## src/rtl/ice_host_initiator.sv

```systemverilog
// Host-side ICE command initiator: frames a command out over the UART,
// then parses ACK/NAK replies, skipping async messages and stale responses.
module ice_host_initiator #(
  parameter int unsigned TIMEOUT_CYC = 32'd2000000,
  parameter int unsigned TX_HOLDOFF  = 32'd2
) (
  input  logic       clk,
  input  logic       reset,
  input  logic       cmd_valid,
  output logic       cmd_ready,
  input  logic [7:0] cmd_type,
  input  logic [7:0] cmd_len,
  input  logic [7:0] pl_data,
  input  logic       pl_valid,
  output logic       pl_ready,
  output logic [7:0] tx_char,
  output logic       tx_char_valid,
  input  logic       tx_char_ready,
  input  logic [7:0] rx_char,
  input  logic       rx_char_valid,
  output logic       rsp_valid,
  output logic       rsp_ack,
  output logic       rsp_timeout,
  output logic [7:0] rsp_len,
  output logic [7:0] rsp_data,
  output logic       rsp_data_valid,
  output logic       stale_rsp,
  output logic [7:0] evt_id
);

  typedef enum logic [3:0] {
    IDLE, TX_TYPE, TX_EID, TX_LEN, TX_PL,
    RX_TYPE, RX_EID, RX_LEN, RX_PL,
    SKIP_EID, SKIP_LEN, SKIP_PL
  } state_t;

  state_t      state_r, state_s;
  logic        cmd_ready_r;
  logic [7:0]  cmd_type_r, cmd_len_r;
  logic [7:0]  cnt_r, cnt_s;
  logic        nak_r, nak_s;
  logic [7:0]  holdoff_r;
  logic [31:0] timer_r;
  logic [7:0]  evt_id_r;
  logic [7:0]  tx_char_r, tx_byte_s;
  logic        tx_char_valid_r, issue_s;
  logic        rsp_valid_r, rsp_ack_r, rsp_timeout_r;
  logic        done_s, rsp_ack_s, rsp_timeout_s;
  logic [7:0]  rsp_len_r, rsp_len_s;
  logic [7:0]  rsp_data_r, rsp_data_s;
  logic        rsp_data_valid_r, rsp_data_valid_s;
  logic        stale_r, stale_s;
  logic        tx_ok_s, in_rx_s, in_rx_next_s, timeout_s, rx_entry_s;

  assign tx_ok_s      = tx_char_ready && (holdoff_r == 8'd0);
  assign in_rx_s      = state_r inside {RX_TYPE, RX_EID, RX_LEN, RX_PL, SKIP_EID, SKIP_LEN, SKIP_PL};
  assign in_rx_next_s = state_s inside {RX_TYPE, RX_EID, RX_LEN, RX_PL, SKIP_EID, SKIP_LEN, SKIP_PL};
  assign rx_entry_s   = (state_s == RX_TYPE) && (state_r != RX_TYPE);
  // A byte arriving in the same cycle as expiry takes precedence over the timeout.
  assign timeout_s    = in_rx_s && !rx_char_valid && (timer_r == (TIMEOUT_CYC - 32'd1));

  // Next-state and next-output decode
  always_comb begin
    state_s          = state_r;
    cnt_s            = cnt_r;
    nak_s            = nak_r;
    issue_s          = 1'b0;
    tx_byte_s        = tx_char_r;
    done_s           = 1'b0;
    rsp_ack_s        = 1'b0;
    rsp_timeout_s    = 1'b0;
    rsp_len_s        = rsp_len_r;
    rsp_data_s       = rsp_data_r;
    rsp_data_valid_s = 1'b0;
    stale_s          = 1'b0;
    case (state_r)
      IDLE: if (cmd_valid && cmd_ready_r) state_s = TX_TYPE; else state_s = IDLE;
      TX_TYPE: begin
        if (tx_ok_s) begin issue_s = 1'b1; tx_byte_s = cmd_type_r; state_s = TX_EID; end
        else state_s = TX_TYPE;
      end
      TX_EID: begin
        if (tx_ok_s) begin issue_s = 1'b1; tx_byte_s = evt_id_r; state_s = TX_LEN; end
        else state_s = TX_EID;
      end
      TX_LEN: begin
        if (tx_ok_s) begin
          issue_s   = 1'b1;
          tx_byte_s = cmd_len_r;
          cnt_s     = cmd_len_r;
          if (cmd_len_r == 8'd0) state_s = RX_TYPE; else state_s = TX_PL;
        end else state_s = TX_LEN;
      end
      TX_PL: begin
        if (tx_ok_s && pl_valid) begin
          issue_s   = 1'b1;
          tx_byte_s = pl_data;
          cnt_s     = cnt_r - 8'd1;
          if (cnt_r == 8'd1) state_s = RX_TYPE; else state_s = TX_PL;
        end else state_s = TX_PL;
      end
      RX_TYPE: begin
        if (rx_char_valid) begin
          if (rx_char == 8'h00 || rx_char == 8'h01) begin
            nak_s   = rx_char[0];
            state_s = RX_EID;
          end else state_s = SKIP_EID;
        end else state_s = RX_TYPE;
      end
      RX_EID: begin
        if (rx_char_valid) begin
          if (rx_char == evt_id_r) state_s = RX_LEN;
          else begin stale_s = 1'b1; state_s = SKIP_LEN; end
        end else state_s = RX_EID;
      end
      RX_LEN: begin
        if (rx_char_valid) begin
          rsp_len_s = rx_char;
          if (rx_char == 8'd0) begin
            done_s = 1'b1; rsp_ack_s = !nak_r; state_s = IDLE;
          end else begin
            cnt_s = rx_char; state_s = RX_PL;
          end
        end else state_s = RX_LEN;
      end
      RX_PL: begin
        if (rx_char_valid) begin
          rsp_data_s       = rx_char;
          rsp_data_valid_s = 1'b1;
          cnt_s            = cnt_r - 8'd1;
          if (cnt_r == 8'd1) begin
            done_s = 1'b1; rsp_ack_s = !nak_r; state_s = IDLE;
          end else state_s = RX_PL;
        end else state_s = RX_PL;
      end
      SKIP_EID: if (rx_char_valid) state_s = SKIP_LEN; else state_s = SKIP_EID;
      SKIP_LEN: begin
        if (rx_char_valid) begin
          if (rx_char == 8'd0) state_s = RX_TYPE;
          else begin cnt_s = rx_char; state_s = SKIP_PL; end
        end else state_s = SKIP_LEN;
      end
      SKIP_PL: begin
        if (rx_char_valid) begin
          cnt_s = cnt_r - 8'd1;
          if (cnt_r == 8'd1) state_s = RX_TYPE; else state_s = SKIP_PL;
        end else state_s = SKIP_PL;
      end
      default: state_s = IDLE;
    endcase
    if (timeout_s) begin
      state_s = IDLE; done_s = 1'b1; rsp_timeout_s = 1'b1; rsp_ack_s = 1'b0;
    end else begin
      rsp_timeout_s = 1'b0;
    end
  end

  // State, counters and registered outputs
  always_ff @(posedge clk or posedge reset) begin
    if (reset) begin
      state_r          <= IDLE;
      cmd_ready_r      <= 1'b0;
      cmd_type_r       <= 8'd0;
      cmd_len_r        <= 8'd0;
      cnt_r            <= 8'd0;
      nak_r            <= 1'b0;
      holdoff_r        <= 8'd0;
      timer_r          <= 32'd0;
      evt_id_r         <= 8'd0;
      tx_char_r        <= 8'd0;
      tx_char_valid_r  <= 1'b0;
      rsp_valid_r      <= 1'b0;
      rsp_ack_r        <= 1'b0;
      rsp_timeout_r    <= 1'b0;
      rsp_len_r        <= 8'd0;
      rsp_data_r       <= 8'd0;
      rsp_data_valid_r <= 1'b0;
      stale_r          <= 1'b0;
    end else begin
      state_r     <= state_s;
      cmd_ready_r <= (state_s == IDLE);
      if (state_r == IDLE && cmd_valid && cmd_ready_r) begin
        cmd_type_r <= cmd_type;
        cmd_len_r  <= cmd_len;
      end
      cnt_r <= cnt_s;
      nak_r <= nak_s;
      if (issue_s) holdoff_r <= 8'(TX_HOLDOFF);
      else if (holdoff_r != 8'd0) holdoff_r <= holdoff_r - 8'd1;
      if (!in_rx_next_s || rx_char_valid || rx_entry_s) timer_r <= 32'd0;
      else timer_r <= timer_r + 32'd1;
      if (done_s) evt_id_r <= evt_id_r + 8'd1;
      tx_char_r        <= tx_byte_s;
      tx_char_valid_r  <= issue_s;
      rsp_valid_r      <= done_s;
      rsp_ack_r        <= rsp_ack_s;
      rsp_timeout_r    <= rsp_timeout_s;
      rsp_len_r        <= rsp_len_s;
      rsp_data_r       <= rsp_data_s;
      rsp_data_valid_r <= rsp_data_valid_s;
      stale_r          <= stale_s;
    end
  end

  assign cmd_ready      = cmd_ready_r;
  assign pl_ready       = (state_r == TX_PL) && tx_ok_s;
  assign tx_char        = tx_char_r;
  assign tx_char_valid  = tx_char_valid_r;
  assign rsp_valid      = rsp_valid_r;
  assign rsp_ack        = rsp_ack_r;
  assign rsp_timeout    = rsp_timeout_r;
  assign rsp_len        = rsp_len_r;
  assign rsp_data       = rsp_data_r;
  assign rsp_data_valid = rsp_data_valid_r;
  assign stale_rsp      = stale_r;
  assign evt_id         = evt_id_r;

endmodule

```

## config.mk

```make
export PLATFORM = sky130hd
export DESIGN_NAME = ice_host_initiator
export DESIGN_NICKNAME = d
export VERILOG_FILES = /design/src/rtl/ice_host_initiator.sv
export SDC_FILE = /design/constraint.sdc
export NUM_CORES = 1
export LEC_CHECK = 0
export ABC_CLOCK_PERIOD_IN_PS = 4300
export CAP_MARGIN = 20
export CORE_MARGIN = 10
export CORE_UTILIZATION = 50
export DETAILED_ROUTE_END_ITERATION = 10
export GPL_ROUTABILITY_DRIVEN = 0
export PLACE_DENSITY = 0.74
export SLEW_MARGIN = 15
export SYNTH_ARGS = -nofsm -noshare
export SYNTH_HDL_FRONTEND = slang
export SYNTH_SLANG_ARGS = --single-unit
```

## constraint.sdc

```tcl
create_clock -name clk -period 4.3 [get_ports clk]
set_input_delay 0.86 -clock clk [delete_from_list [all_inputs] [get_ports clk]]
set_output_delay 0.86 -clock clk [all_outputs]
set_load 0.01 [all_outputs]
```

==> impl_metrics.json, run 1 <==
{
  "setup_viol": 0,
  "grt_use_met3": 0.0503,
  "hold_ws_ns": 0.429,
  "syn_avg_cell_area_um2": 10.1,
  "core_area_um2": 10900,
  "ys_types": 58,
  "grt_overflow": 0,
  "syn_nets": 602,
  "drtAntennaViolNets": 0,
  "layout-drive-gt1-share": 0.113,
  "track_usage": 0.180,
  "end_kind": "primary output",
  "fin_skew_ns": 0.00805,
  "postCtsSetupBuffers": 0,
  "synth_largest_area_cell": "dfrtp_1",
  "synth_cells": 558,
  "ff2ff_setup_slack_ns": 1.22,
  "worst_pin_slew_ns": 1.06,
  "synth_area_um2": 5610,
  "cts_sinks": 108,
  "fin_crit_sh": 0.799,
  "p_per_area_nw_per_um2": 495,
  "path_max_fanout": 9,
  "route.detailed.drc": 0,
  "min_from": "nak_r$_DFFE_PP0P_",
  "cpMaxStageDelayCell": "clkdlybuf4s50_1",
  "clockBufferDepth": 2,
  "worstPathRequired_ns": 3.44,
  "hp-class": "reg2reg",
  "setup_ws_ns": 0.865,
  "cts_htree_levels": 3,
  "relSlewSlack": 0.289,
  "post-place-ws_ns": 0.766,
  "synth_top_area_share": 0.482,
  "cp_top_family": "buffers and inverters",
  "clockPowerShare": 0.238,
  "drt-total-wl_mm": 14.2,
  "postPlaceCellArea_um2": 6490,
  "p_sw_w": 0.00120,
  "p_comb_frac": 0.314,
  "layout_common_cells": "dfrtp_1, clkdlybuf4s50_1, nor2_1",
  "io_pins": 78,
  "peakVddDrop_mv": 0.376,
  "dr.pass1.iters": 6,
  "path_common_cell": "clkdlybuf4s50_1",
  "rows": 38,
  "clk_latency_ns": 0.36,
  "cp-start-kind": "input port",
  "avgViaCountPerCell": 5.87,
  "io_buffer_count": 77,
  "post_drt_wl_per_cell_um": 18.4,
  "seq_area_frac_synth": 0.482,
  "dp_hpwl_mm": 10.2,
  "r2r-start": "state_r[1]$_DFF_PP0_",
  "p_leak_nw": 2.80,
  "fin_setup_tns_ns": 0,
  "yosys-top-cells-area": "dfrtp_1, mux2_2, nor2_1",
  "layout-area-overhead-vs-synth_pct": 20.7,
  "yosysWarnings": 0,
  "hold_viol_final": 0,
  "cp-startpoint": "tx_char_ready",
  "grt_util_met2": 0.292,
  "post-route-util": 0.619,
  "yosys_register_bits": 108,
  "grtUsageMet1": 0.225,
  "hold_buffers": 0,
  "start_util": 0.513,
  "fmax_ghz": 0.291,
  "vias": 4529,
  "critical_path_class": "in2out",
  "power_frac_seq": 0.448,
  "final_max_slew_viol_count": 0,
  "worstPathArrival_ns": 2.57,
  "max_stage_delay_ns": 0.61,
  "die_w_um": 126,
  "rsz0062_at_grt": "no",
  "crit_buf_inv": 3,
  "p_int_w": 0.00215,
  "final_common_cell": "dfrtp_1",
  "antenna_found_initial": 0,
  "swShare": 0.357,
  "cts_resized": 0,
  "async_reset_ff_frac": 1.00,
  "numCtsBuffers": 9,
  "fin_area_um2": 6770,
  "grt_first_pass_wirelength_mm": 23.7,
  "fin_crit_ns": 3.43,
  "maxCapViolCount": 0,
  "drtIter0Drc": 486,
  "cts.clk_slew.worst_paths_ns": 0.07,
  "die_area_um2": 15900,
  "grt_pass1_vias": 4526,
  "path_cells": "clkdlybuf4s50_1 -> nand4_1 -> buf_4 -> nor3_1 -> clkdlybuf4s50_1",
  "die_y_um": 126,
  "num-nets-final": 670,
  "synth_edf_count": 0,
  "grt_max_degree": 109,
  "clockRootBuffer": "clkbuf_16",
  "diodes": 0,
  "ys.flop_type": "dfrtp_1",
  "grt.busiest_layer": "met2",
  "outcome": "completed",
  "cts_tree": "built"
}
-- cells in the mapped netlist (all sizes together) (5+ instances only) --
cell type and count:
buf 11, ha 6, nor2b 8, nand4 18, xnor2 30, nor2 72
a222oi 8, nor4 15, nor3 13, o21ai 27, nor4b 5, and3 6
nand2 44, inv 12, a221oi 6, a21boi 9, nand3 23, xor2 24
dfrtp 108, mux2 35, clkbuf 16, a21oi 11
-- cell type report --
cell class	count	area (µm²)
Tap cell	140	175
Clock buffer	9	225
Clock inverter	7	58.8
Inverter	12	47.5
Fill cell	925	4160
Timing Repair Buffer	84	836
Sequential cell	108	2700
Multi-Input combinational cell	411	2730
-- power by group through the flow --
stage	registers [W]	clock network (W)	logic (W)
after floorplan	0.00143	0	0.000736
after global placement	0.00150	0	0.00101
after detailed placement	0.00151	0	0.00104
after global routing	0.00153	0.000861	0.00118
after CTS	0.00149	0.000823	0.00105
final	0.00150	0.000799	0.00105
-- worst paths after layout --
check	end	cells past startpoint
setup reg to reg	cnt_r[3]$_DFFE_PP0P_	6
hold / removal	rsp_ack$_DFF_PP0_	1
hold reg to reg	rsp_ack$_DFF_PP0_	1
setup / recovery	pl_ready	5
min in group asynchronous	holdoff_r[3]$_DFFE_PP0P_	3
max in group asynchronous	nak_r$_DFFE_PP0P_	3
-- through the flow --
| stage | cells | power (W) |
|---|---|---|
| after floorplan | 558 | 0.00217 |
| after global placement | 755 | 0.00252 |
| after detailed placement | 755 | 0.00255 |
| after CTS | 771 | 0.00337 |
| after global routing | 771 | 0.00357 |
| final | 771 | 0.00335 |
-- cells by family after synthesis --
logic type	count (synthesis)	share of synthesized area
buffers and inverters	39	0.0321
adders and majority gates	6	0.0134
xor gates and xnor gates	54	0.0843
and+or+nand+nor	231	0.213
AOI/OAI and AO/OA	83	0.102
muxes	37	0.0738
DFF	108	0.482
-- worst reg2reg max path: stages, from the launching register on --
cell and delay, ns:
dfrtp_1 0.60, or2_2 0.46, nor2_1 0.63, a21oi_1 0.08, o21ai_1 0.85, o21ai_0 0.22
o21ai_0 0.15
-- sequential cells by signal (all words and copies together), names as in the netlist, 4 cells and up --
| name | count |
|---|---|
| timer_r | 32 |
| cmd_len_r | 8 |
| tx_char | 8 |
| rsp_len | 8 |
| holdoff_r | 8 |
| state_r | 4 |
| evt_id | 8 |
| rsp_data | 8 |
| cnt_r | 8 |
| cmd_type_r | 8 |
-- metal layers --
layer	wire length, µm	vias to the layer above
li1	-	2133
met5	0	-
met4	196	0
met3	949	16
met1	6000	2243
met2	7030	137
No activity file was read; power rests on OpenSTA's default activity.
==> inputs of run 2 (changes only) <==
--- a/config.mk
+++ b/config.mk
@@ -5,13 +5,13 @@
 export SDC_FILE = /design/constraint.sdc
 export NUM_CORES = 1
 export LEC_CHECK = 0
-export ABC_CLOCK_PERIOD_IN_PS = 4300
+export ABC_CLOCK_PERIOD_IN_PS = 3150
 export CAP_MARGIN = 20
 export CORE_MARGIN = 10
 export CORE_UTILIZATION = 50
 export DETAILED_ROUTE_END_ITERATION = 10
 export GPL_ROUTABILITY_DRIVEN = 0
-export PLACE_DENSITY = 0.74
+export PLACE_DENSITY = 0.77
 export SLEW_MARGIN = 15
 export SYNTH_ARGS = -nofsm -noshare
 export SYNTH_HDL_FRONTEND = slang
==> constraint.sdc (replaced) <==
create_clock -name clk -period 3.15 [get_ports clk]
set_input_delay 0.63 -clock clk [delete_from_list [all_inputs] [get_ports clk]]
set_output_delay 0.63 -clock clk [all_outputs]
set_load 0.01 [all_outputs]
==> run 2 against run 1 <==
  * Clock skew decreased by 0.0011 ns
  * Clock power up 54%
  * Non-clock buffer count increased by 18
  * Sequential share of layout area down 1.1 points
  * Worst hold slack about the same
  * Wire length is 3.5% higher
  * Count of clock-buffer cells in the layout grew 2
  * Global-route usage grew 0.32 points
  * Core utilization increased by 1.8 points
  * Sequential cell count is the same
  * Cell area grew 2.8%
  * Critical endpoint unchanged
==> impl_metrics.json, run 2 (synthesis gave the netlist of run 1 again) <==
{
  "outcome": "completed",
  "end_kind": "primary output",
  "fin_skew_ns": 0.00698,
  "fin_cells": 789,
  "dr.pass1.iters": 6,
  "p_int_w": 0.00317,
  "final_max_slew_viol_count": 0,
  "worst_r2r_path_depth": 6,
  "cpMaxStageDelayCell": "clkdlybuf4s50_1",
  "drt-total-wl_mm": 14.7,
  "io_buffer_count": 77,
  "grt_pass1_vias": 4716,
  "hold_ws_ns": 0.429,
  "rsz0062_at_grt": "no",
  "fmax_ghz": 0.325,
  "vias": 4654,
  "numCtsBuffers": 9,
  "diodes": 0,
  "cts.clk_slew.worst_paths_ns": 0.07,
  "hold_path_depth": 1,
  "io_pins": 78,
  "max_stage_delay_ns": 0.61,
  "clk_latency_ns": 0.35,
  "grt_max_degree": 60,
  "peakVddDrop_mv": 0.653,
  "track_usage": 0.183,
  "postCtsSetupBuffers": 0,
  "p_per_area_nw_per_um2": 688,
  "dp_hpwl_mm": 10.8,
  "dp_cells": 773,
  "worstPathArrival_ns": 2.44,
  "p_leak_nw": 2.90,
  "layout-area-overhead-vs-synth_pct": 24.1,
  "critical_path_class": "reg2out",
  "rows": 38,
  "fin_crit_ns": 3.07,
  "avgViaCountPerCell": 5.90,
  "final_common_cell": "dfrtp_1",
  "fin_total_pwr_w": 0.00479,
  "grt_first_pass_wirelength_mm": 24.0,
  "cts_htree_levels": 3,
  "relSlewSlack": 0.332,
  "fin_setup_tns_ns": 0,
  "path_cells": "nor4_1 -> nand4_1 -> nor3_1 -> clkdlybuf4s50_1",
  "hold_viol_final": 0,
  "die_w_um": 126,
  "clockRootBuffer": "clkbuf_16",
  "drtIter0Drc": 611,
  "worst_pin_slew_ns": 0.994,
  "drtAntennaViolNets": 0,
  "fin_crit_sh": 0.975,
  "clockPowerShare": 0.258,
  "fill_cells": 880,
  "cts_tree": "built",
  "maxCapViolCount": 0,
  "cp-start-kind": "flop",
  "power_frac_seq": 0.419,
  "setup_ws_ns": 0.0776,
  "p_comb_frac": 0.324,
  "post-place-ws_ns": 0.0814,
  "num-nets-final": 688,
  "layout-drive-gt1-share": 0.136,
  "hold_buffers": 0,
  "cts_resized": 0,
  "p_sw_w": 0.00162,
  "antenna_found_initial": 0,
  "setup_viol": 0,
  "layout_common_cells": "dfrtp_1, clkdlybuf4s50_1, nor2_1",
  "swShare": 0.338,
  "path_max_fanout": 6,
  "core_area_um2": 10900,
  "die_area_um2": 15900,
  "cts_sinks": 108,
  "route.detailed.drc": 0,
  "post_drt_wl_per_cell_um": 18.6,
  "largest_register_ffs": 32,
  "worstPathRequired_ns": 2.52,
  "largest-register": "timer_r",
  "start_util": 0.513,
  "hp-class": "reg2reg",
  "die_y_um": 126,
  "grt_overflow": 0,
  "clockBufferDepth": 2
}
-- run 2: changes by cell type in the layout (fill, tap and decap cells not counted), moves of 2 or more --
cell,change
clkinvlp_4,+2
buf_4,+17
bufinv_16,+2
inv_6,-2
-- run 2: final cells by class --
cell class / instances / area (µm²) / share of cell area
well taps: 140 / 175 / 0.0251
inverters: 12 / 48.8 / 0.00701
multi-input cells: 411 / 2730 / 0.392
clock buffers: 11 / 243 / 0.0348
repair buffers: 102 / 983 / 0.141
clock inverters: 5 / 83.8 / 0.0120
flip-flops and latches: 108 / 2700 / 0.388
-- run 2: power by group through the flow --
stage | Sequential, W | Clock, W | Combinational, W
2_1_floorplan | 0.00195 | 0 | 0.00100
3_3_place_gp | 0.00200 | 0 | 0.00148
3_5_place_dp | 0.00202 | 0 | 0.00154
4_1_cts | 0.00200 | 0.00125 | 0.00155
5_1_grt | 0.00204 | 0.00131 | 0.00172
6_report | 0.00201 | 0.00123 | 0.00155
-- run 2: worst paths after layout --
check                                              start  slack (ns)                      end
max in group asynchronous                          reset        1.80  rsp_data[1]$_DFFE_PP0P_
worst max-delay path            holdoff_r[2]$_DFFE_PP0P_        0.08                 pl_ready
worst min register to register         nak_r$_DFFE_PP0P_        0.43        rsp_ack$_DFF_PP0_
worst max register to register      state_r[2]$_DFF_PP0_        0.63    evt_id[7]$_DFFE_PP0P_
worst min-delay path                   nak_r$_DFFE_PP0P_        0.43        rsp_ack$_DFF_PP0_
min in group asynchronous                          reset        0.61  tx_char_valid$_DFF_PP0_
-- run 2: metrics by stage --
step | cell area [µm²] | util
2_1_floorplan | 5620 | -
3_3_place_gp | 6640 | 0.607
3_5_place_dp | 6640 | 0.607
4_1_cts | 6970 | 0.637
5_1_grt | 6970 | 0.637
6_report | 6970 | 0.637
-- run 2: critical path: cells and delay by family, from the launching register on --
| family | cells | cell delay, ns |
|---|---|---|
| buf+inv | 1 | 0.61 |
| flops | 1 | 0.43 |
| simple gates | 3 | 1.06 |
-- run 2: layer usage --
layer,track usage,wire length (µm)
met5,0,0
met4,0.0630,370
met3,0.0516,1070
met2,0.315,7310
met1,0.214,5910
